[src/rtl/instr_mem_loadable.sv]
// Loadable instruction memory: synchronous-read word array filled at run time
// through a beat-wise valid/ready loader. Unwritten words read back as NOP_WORD.
module instr_mem_loadable #(
  parameter int                 INS_ADDRESS = 9,
  parameter int                 INS_W       = 32,
  parameter int                 LOAD_W      = 8,
  parameter logic [INS_W-1:0]   NOP_WORD    = INS_W'(32'h00007033)
) (
  input  logic                   clk,
  input  logic                   reset,
  input  logic [INS_ADDRESS-1:0] ra,
  output logic [INS_W-1:0]       rd,
  output logic                   rd_misalign,
  output logic                   fetch_stall,
  input  logic                   ld_start,
  input  logic [INS_ADDRESS-1:0] ld_base,
  input  logic                   ld_valid,
  input  logic [LOAD_W-1:0]      ld_data,
  input  logic                   ld_last,
  output logic                   ld_ready,
  output logic                   ld_done,
  output logic                   ld_wrap
);

  localparam int AW    = INS_ADDRESS - 2;
  localparam int DEPTH = 1 << AW;
  localparam int BEATS = INS_W / LOAD_W;
  localparam int CW    = (BEATS > 1) ? $clog2(BEATS) : 1;

  typedef enum logic [1:0] {S_IDLE, S_LOAD, S_DONE} state_t;

  state_t             r_state;
  state_t             w_state_nxt;
  logic [AW-1:0]      r_ptr;
  logic [CW-1:0]      r_cnt;
  logic [INS_W-1:0]   r_asm;
  logic               r_wrap;
  logic [DEPTH-1:0]   r_valid;
  logic [INS_W-1:0]   r_mem [DEPTH];
  logic [INS_W-1:0]   r_rd_p1;
  logic               r_misalign_p1;

  logic               w_accept;
  logic               w_cnt_full;
  logic               w_commit;
  logic               w_full_commit;
  logic [INS_W-1:0]   w_word;
  logic [AW-1:0]      w_idx;
  logic               w_unused_base;

  // Position a loader beat at its bit offset inside the instruction word.
  function automatic logic [INS_W-1:0] place_beat(input logic [LOAD_W-1:0] d,
                                                  input logic [CW-1:0]     c);
    return INS_W'(d) << (LOAD_W * int'(c));
  endfunction

  assign w_idx         = ra[INS_ADDRESS-1:2];
  assign w_unused_base = ^ld_base[1:0];
  assign w_accept      = (r_state == S_LOAD) && ld_valid;
  assign w_cnt_full    = (r_cnt == CW'(BEATS - 1));
  assign w_word        = r_asm | place_beat(ld_data, r_cnt);
  // A word is written either when its top beat lands or when the loader ends early.
  assign w_commit      = w_accept && (w_cnt_full || ld_last);
  assign w_full_commit = w_accept && w_cnt_full;

  // State register.
  always_ff @(posedge clk or posedge reset) begin
    if (reset) r_state <= S_IDLE;
    else       r_state <= w_state_nxt;
  end

  // Next-state logic; ld_start is only honoured from IDLE.
  always_comb begin
    w_state_nxt = r_state;
    case (r_state)
      S_IDLE:  if (ld_start) w_state_nxt = S_LOAD;
      S_LOAD:  if (w_accept && ld_last) w_state_nxt = S_DONE;
      S_DONE:  w_state_nxt = S_IDLE;
      default: w_state_nxt = S_IDLE;
    endcase
  end

  // FSM outputs decoded straight from the state.
  always_comb begin
    ld_ready    = (r_state == S_LOAD);
    ld_done     = (r_state == S_DONE);
    fetch_stall = (r_state != S_IDLE);
  end

  // Loader write pointer, beat counter, word assembly and sticky wrap flag.
  always_ff @(posedge clk or posedge reset) begin
    if (reset) begin
      r_ptr  <= '0;
      r_cnt  <= '0;
      r_asm  <= '0;
      r_wrap <= 1'b0;
    end else if ((r_state == S_IDLE) && ld_start) begin
      r_ptr  <= ld_base[INS_ADDRESS-1:2];
      r_cnt  <= '0;
      r_asm  <= '0;
      r_wrap <= 1'b0;
    end else if (w_accept) begin
      if (w_commit) begin
        r_asm <= '0;
        r_cnt <= '0;
        if (w_full_commit) begin
          r_ptr <= r_ptr + AW'(1);
          if (r_ptr == {AW{1'b1}}) r_wrap <= 1'b1;
        end
      end else begin
        r_asm <= w_word;
        r_cnt <= r_cnt + CW'(1);
      end
    end
  end

  // Per-word valid bits; the only storage cleared by reset.
  always_ff @(posedge clk or posedge reset) begin
    if (reset)         r_valid <= '0;
    else if (w_commit) r_valid[r_ptr] <= 1'b1;
  end

  // Word array write port; contents survive reset.
  always_ff @(posedge clk) begin
    if (w_commit) r_mem[r_ptr] <= w_word;
  end

  // ---- fetch stage p0 -> p1: registered read, NOP while the loader owns the array
  always_ff @(posedge clk or posedge reset) begin
    if (reset) begin
      r_rd_p1       <= NOP_WORD;
      r_misalign_p1 <= 1'b0;
    end else begin
      if (r_state != S_IDLE)    r_rd_p1 <= NOP_WORD;
      else if (r_valid[w_idx])  r_rd_p1 <= r_mem[w_idx];
      else                      r_rd_p1 <= NOP_WORD;
      r_misalign_p1 <= (ra[1:0] != 2'b00);
    end
  end

  assign rd          = r_rd_p1;
  assign rd_misalign = r_misalign_p1;
  assign ld_wrap     = r_wrap;

endmodule
[config.mk]
export PLATFORM = sky130hd
export DESIGN_NAME = instr_mem_loadable
export DESIGN_NICKNAME = d
export VERILOG_FILES = /design/src/rtl/instr_mem_loadable.sv
export SDC_FILE = /design/constraint.sdc
export NUM_CORES = 2
export LEC_CHECK = 0
export ABC_AREA = 1
export ABC_CLOCK_PERIOD_IN_PS = 10500
export CORE_MARGIN = 5
export CORE_UTILIZATION = 40
export CTS_CLUSTER_DIAMETER = 60
export DETAILED_ROUTE_END_ITERATION = 8
export DONT_BUFFER_PORTS = 1
export MAX_ROUTING_LAYER = met4
export PLACE_DENSITY = 0.55
export SYNTH_ARGS = -nofsm -noshare
export SYNTH_HDL_FRONTEND = slang
export SYNTH_SLANG_ARGS = --single-unit
[constraint.sdc]
create_clock -name clk -period 10.5 [get_ports clk]
set_input_delay 2.1 -clock clk [delete_from_list [all_inputs] [get_ports clk]]
set_output_delay 2.1 -clock clk [all_outputs]
set_load 0.05 [all_outputs]
# After elaboration in Yosys (flattened, before gate mapping)
# Memories as Yosys holds them, arrays and structs flattened.
# Index checks and enable logic that the tools add are counted.
# W data, S select, Z words.
# totals
out_inout_bits	37
elab_cells	66
memories	1
ram_bits	4096
reg_bits	205
# memory_table
name	words	word_bits	rd	rd_ports_with_merged_regs	write_ports	line	text
r_mem	128	32	1	0	1	39	logic [INS_W-1:0] r_mem [DEPTH];
# op_classes
order_cmp	3
shift	1
bitwise	2
eq_ne	6
add_sub_neg	2
muxes	26
n_reduce_logical	17
# op_table
cell	count
$mux W32	5
$or A128 B128 Y128	1
$or A32 B32 Y32	1
$shl A8 B5 Y32	1
$mux W7	4
$lt A7 B8 Y1 const B	2
$reduce_bool A2 Y1	6
$mux W2	5
$mux W1	9
$add A7 B1 Y7 const B	1
$bmux W1 S7	1
$demux W1 S7	1
$eq A7 B7 Y1 const B	1
$ge A7 B1 Y1 const B	1
$logic_and A1 B1 Y1	6
$eq A2 B2 Y1 const B	2
$pmux W2 S2	1
$reduce_and A4 Y1	1
$reduce_and A3 Y1	1
$add A2 B1 Y2 const B	1
$eq A2 B1 Y1 const B	1
$logic_not A2 Y1	1
$ne A2 B1 Y1 const B	1
$ne A2 B2 Y1 const B	1
other kinds (2)	2

# Logic depth before layout (Yosys ltp)
# depth
depth_word	7
depth_mapped	16

# Worst setup path after synthesis
# No wires, ideal clock.
# synth_timing
path_kind	in2reg
start	input ld_valid
end	memory r_mem[106][0], enable pin
stages	9
setup_slack_ns	5.766
arrival_time_ns	4.312
setup_time_ns	0.422
cell_sequence	nand2_1 > inv_2 > nand2_2 > inv_2 > nor2_2 > inv_6 > nand4_4 > buf_2 > nor2_1
# synth_via
elab_chain_len	4
# synth_lines
item	line	text
start: declaration	17	input logic ld_valid,
$logic_and A1 B1 Y1	59	assign w_accept = (r_state == S_LOAD) && ld_valid;
$logic_and A1 B1 Y1	63	assign w_commit = w_accept && (w_cnt_full || ld_last);
$mux W1	125	if (w_commit) r_mem[r_ptr] <= w_word;
$mux W1 (not written as such)	125	
end: declaration	39	
# No other way between the ends.

# Final worst setup path
# layout_timing
start	input ra[2]
end	register r_rd_p1[6], in the netlist rd[6]
# layout_via
elab_chain_len	4
# layout_lines
item	line	text
start: declaration	11	input logic [INS_ADDRESS-1:0] ra,
$bmux W1 S7	135	else if (r_valid[w_idx]) r_rd_p1 <= r_mem[w_idx];
$mux W1 (not written as such)	135	
$mux W32 (*)	135	
$mux W32 (*)	134	if (r_state != S_IDLE) r_rd_p1 <= NOP_WORD;
end signal: assignment	135	
end: declaration	40	logic [INS_W-1:0] r_rd_p1;
# Mark *: on every way between the ends. The rest lies on a longest branch, timed or not. The select of a mux whose other input is x is not followed.
# A chain may end at the register's enable or synchronous reset.

==> impl_metrics.json <==
{
  "yosys_warnings": 0,
  "max_slew_margin": -0.243,
  "synth_xor_area_frac": 0,
  "crit_required_ns": 11.38,
  "finalHoldViolCount": 0,
  "syn_area_um2": 174000,
  "synth_largest_area_cell": "edfxtp_1",
  "setup_violations": 0,
  "antenna_found_initial": 29,
  "yosysMostFrequentCell": "nand2_1",
  "dieHeight_um": 669,
  "yosys.area_share.simple": 0.232,
  "start_util": 0.401,
  "tritoncts": "done",
  "seq_area_frac_synth": 0.737,
  "synth-compound-area-share": 0.00160,
  "min_period_ns": 7.49,
  "synth_nets": 14800,
  "overflow": 0,
  "ant_nets": 0,
  "rsz0062_at_grt": "false",
  "maxSlewViolCount": 312,
  "critical-path-top-delay-family": "buffers and inverters",
  "worst_skew_pair.late_latency_ns": 1.01,
  "synthMuxAreaShare": 0,
  "drive_gt1_frac": 0.0795,
  "cts-root-buf": "clkbuf_16",
  "drc": 0,
  "final_cells": 20600,
  "dp_hpwl_um": 275000,
  "yosys-top-cells-count": "nand2_1 (5343), edfxtp_1 (4096), nand3_1 (3689), buf_2 (517), clkbuf_1 (221)",
  "finalCritPeriodShare": 0.713,
  "grt_use_total": 0.240,
  "path_common_cell": "nand3_1",
  "holdWs_ns": 0.459,
  "synth_top_cell_area_share": 0.707,
  "clk_pin_slew_worst_paths_ns": 0.06,
  "power.density_nw_per_um2": 223,
  "net-switching-power_mw": 12.2,
  "crit_chain": "buf_16 > buf_16 > buf_16 > buf_16 > buf_16 > nand2_1 > nand3_1 > nand3_1 > nand3_1 > nand3_1 > nand3_1 > nand3_1 > nand2_4 > nand2_4 > nor2_1",
  "p_sw_frac": 0.282,
  "wl_um": 542000,
  "tightestPinTransition_ns": 1.86,
  "arrival_ns": 8.37,
  "synth_edf_count": 4096,
  "synthArstFlopShare": 0.0477,
  "postCtsHoldBufs": 0,
  "syn_inst": 14800,
  "cts.path.max_buffers": 4,
  "outcome": "finished, violations left",
  "crit_buf_inv": 5,
  "cp-end-kind": "register",
  "cts_htree_levels": 5,
  "fin_skew_ns": 0.0503,
  "cts_buffers": 446,
  "cts_sinks": 4301,
  "area_growth_pct": 11.9,
  "fp-row-count": 242,
  "nNetsFinal": 14500,
  "worst_path_max_delay_cell": "buf_16",
  "coreArea_um2": 434000,
  "vdd_ir_drop_max_v": 0.000183,
  "slowest_delay_ns": 0.74,
  "synth_cell_types": 34,
  "syn-mean-instance-area_um2": 11.8,
  "cts_resized": 0,
  "path_max_fanout": 288,
  "hp-class": "reg -> reg",
  "timing.fmax_mhz": 134,
  "p_int_mw": 31.1,
  "ys_ff_latch": 4301,
  "pwr-share-seq": 0.500,
  "final.setup.tns_ns": 0,
  "start_kind": "input port",
  "leakagePower_nw": 70.4,
  "io_buffers": 0,
  "maxCapViolations": 0,
  "drt_pass1_iterations": 6,
  "drt_iter0_drc": 14000,
  "grt_max_degree": 530,
  "first_global_vias": 104000,
  "synth_top_family_by_area": "simple AND/OR/NAND/NOR gates",
  "wl_per_cell_um": 26.3,
  "critical_path_class": "in -> reg",
  "die_x_um": 669,
  "dp_cells": 19800,
  "post_cts_buffers": 0,
  "clkPwrFrac": 0.361,
  "synth_fa_ha_area_frac": 0.000144,
  "grt_pass1_wl_um": 768000,
  "vias_per_cell": 5.50,
  "num_vias": 114000,
  "yosys-top-cells-area": "edfxtp_1 (71%), nand2_1 (12%), nand3_1 (11%)",
  "violations": "max-slew violations",
  "final_area_um2": 195000,
  "place.gp.congestion": 0.867,
  "die-area_um2": 448000,
  "ios": 68,
  "p_total_mw": 43.3,
  "p_comb_frac": 0.139,
  "place_area_um2": 180000,
  "synth_flop_cell": "edfxtp_1"
}
per-layer routing:
| layer | track usage | part of all wire | routed length (um) |
|---|---|---|---|
| met3 | 0.0407 | 0.085 | 46300 |
| met4 | 0.0807 | 0.039 | 21100 |
| met5 | - | 0 | 0 |
| met1 | 0.338 | 0.43 | 232000 |
| met2 | 0.354 | 0.45 | 243000 |
worst register-to-register path, cell delays in order, from the launching register on:
cell     delay (ns)
dfrtp_1        0.43
nor2_2         0.49
nand2_1        0.30
nor2_2         0.34
nor2_2         0.12
inv_6          0.16
nand4_4        0.38
buf_4          0.50
nor2_4         0.59
buf_4          0.49
final timing paths:
| check | startpoint | to | slack, ns | depth (start not counted) |
|---|---|---|---|---|
| max | ra[2] | rd[6] | 3.01 | 15 |
| min | r_valid[74] | r_valid[74] | 0.46 | 2 |
| max reg2reg | r_state[1] | r_mem[93][11] | 6.35 | 9 |
| min reg2reg | r_valid[74] | r_valid[74] | 0.46 | 2 |
| max in group asynchronous | reset | r_valid[115] | 7.24 | 3 |
| min in group asynchronous | reset | rd_misalign | 1.01 | 1 |
layout make-up:
class / count / area (um^2)
Antenna cell: 14 / 35.0
Clock buffer: 597 / 12100
Clock inverter: 237 / 2340
Fill cell: 39200 / 239000
Inverter: 64 / 298
Multi-Input combinational cell: 9429 / 41900
Sequential cell: 4301 / 128000
Tap cell: 5734 / 7170
Timing Repair Buffer: 270 / 2630
power by group through the flow:
| stage | Sequential [mW] | Clock, mW | Combinational, mW |
|---|---|---|---|
| finish | 21.7 | 15.6 | 6.04 |
| global route | 21.7 | 16.6 | 6.36 |
| CTS | 21.7 | 15.9 | 6.04 |
| detailed placement | 22.0 | 0 | 6.03 |
| global placement | 22.0 | 0 | 5.95 |
| floorplan | 22.2 | 0 | 2.76 |
cells by family after synthesis:
kind of cell    Yosys count
simple gates           9375
flops                  4301
buf+inv                1031
compound gates           52
fa+ha+maj                 2
cells in the final DEF (no fill, tap or decap), drive strengths merged, types with 2 or more instances in the layout:
cell / synthesis / final
o21ai: 9 / 9
clkinvlp: 0 / 11
dfstp: 7 / 7
clkbuf: 221 / 597
a21oi: 36 / 36
nand4: 39 / 39
edfxtp: 4096 / 4096
o22ai: 2 / 2
or2: 128 / 128
dfrtp: 198 / 198
diode: 0 / 14
bufinv: 0 / 34
buf: 746 / 270
a311oi: 2 / 2
nand3: 3689 / 3689
clkinv: 2 / 177
ha: 2 / 2
nor2: 170 / 170
inv: 62 / 79
nand2: 5347 / 5347
nor4: 2 / 2
stage by stage:
| step | setup WS [ns] | util |
|---|---|---|
| 2_1_floorplan | 2.82 | - |
| 3_3_place_gp | 2.52 | 0.415 |
| 3_5_place_dp | 2.52 | 0.415 |
| 4_1_cts | 3.56 | 0.448 |
| 5_1_grt | 3.00 | 0.448 |
| 6_report | 3.01 | 0.449 |
state kept, by name, summed over array words and instances (netlist names):
register and count:
rd 32, ld_wrap 1, r_mem 4096, r_state 2, rd_misalign 1, r_ptr 7
r_valid 128, r_asm 32, r_cnt 2
Power figures use the tool's default switching activity.
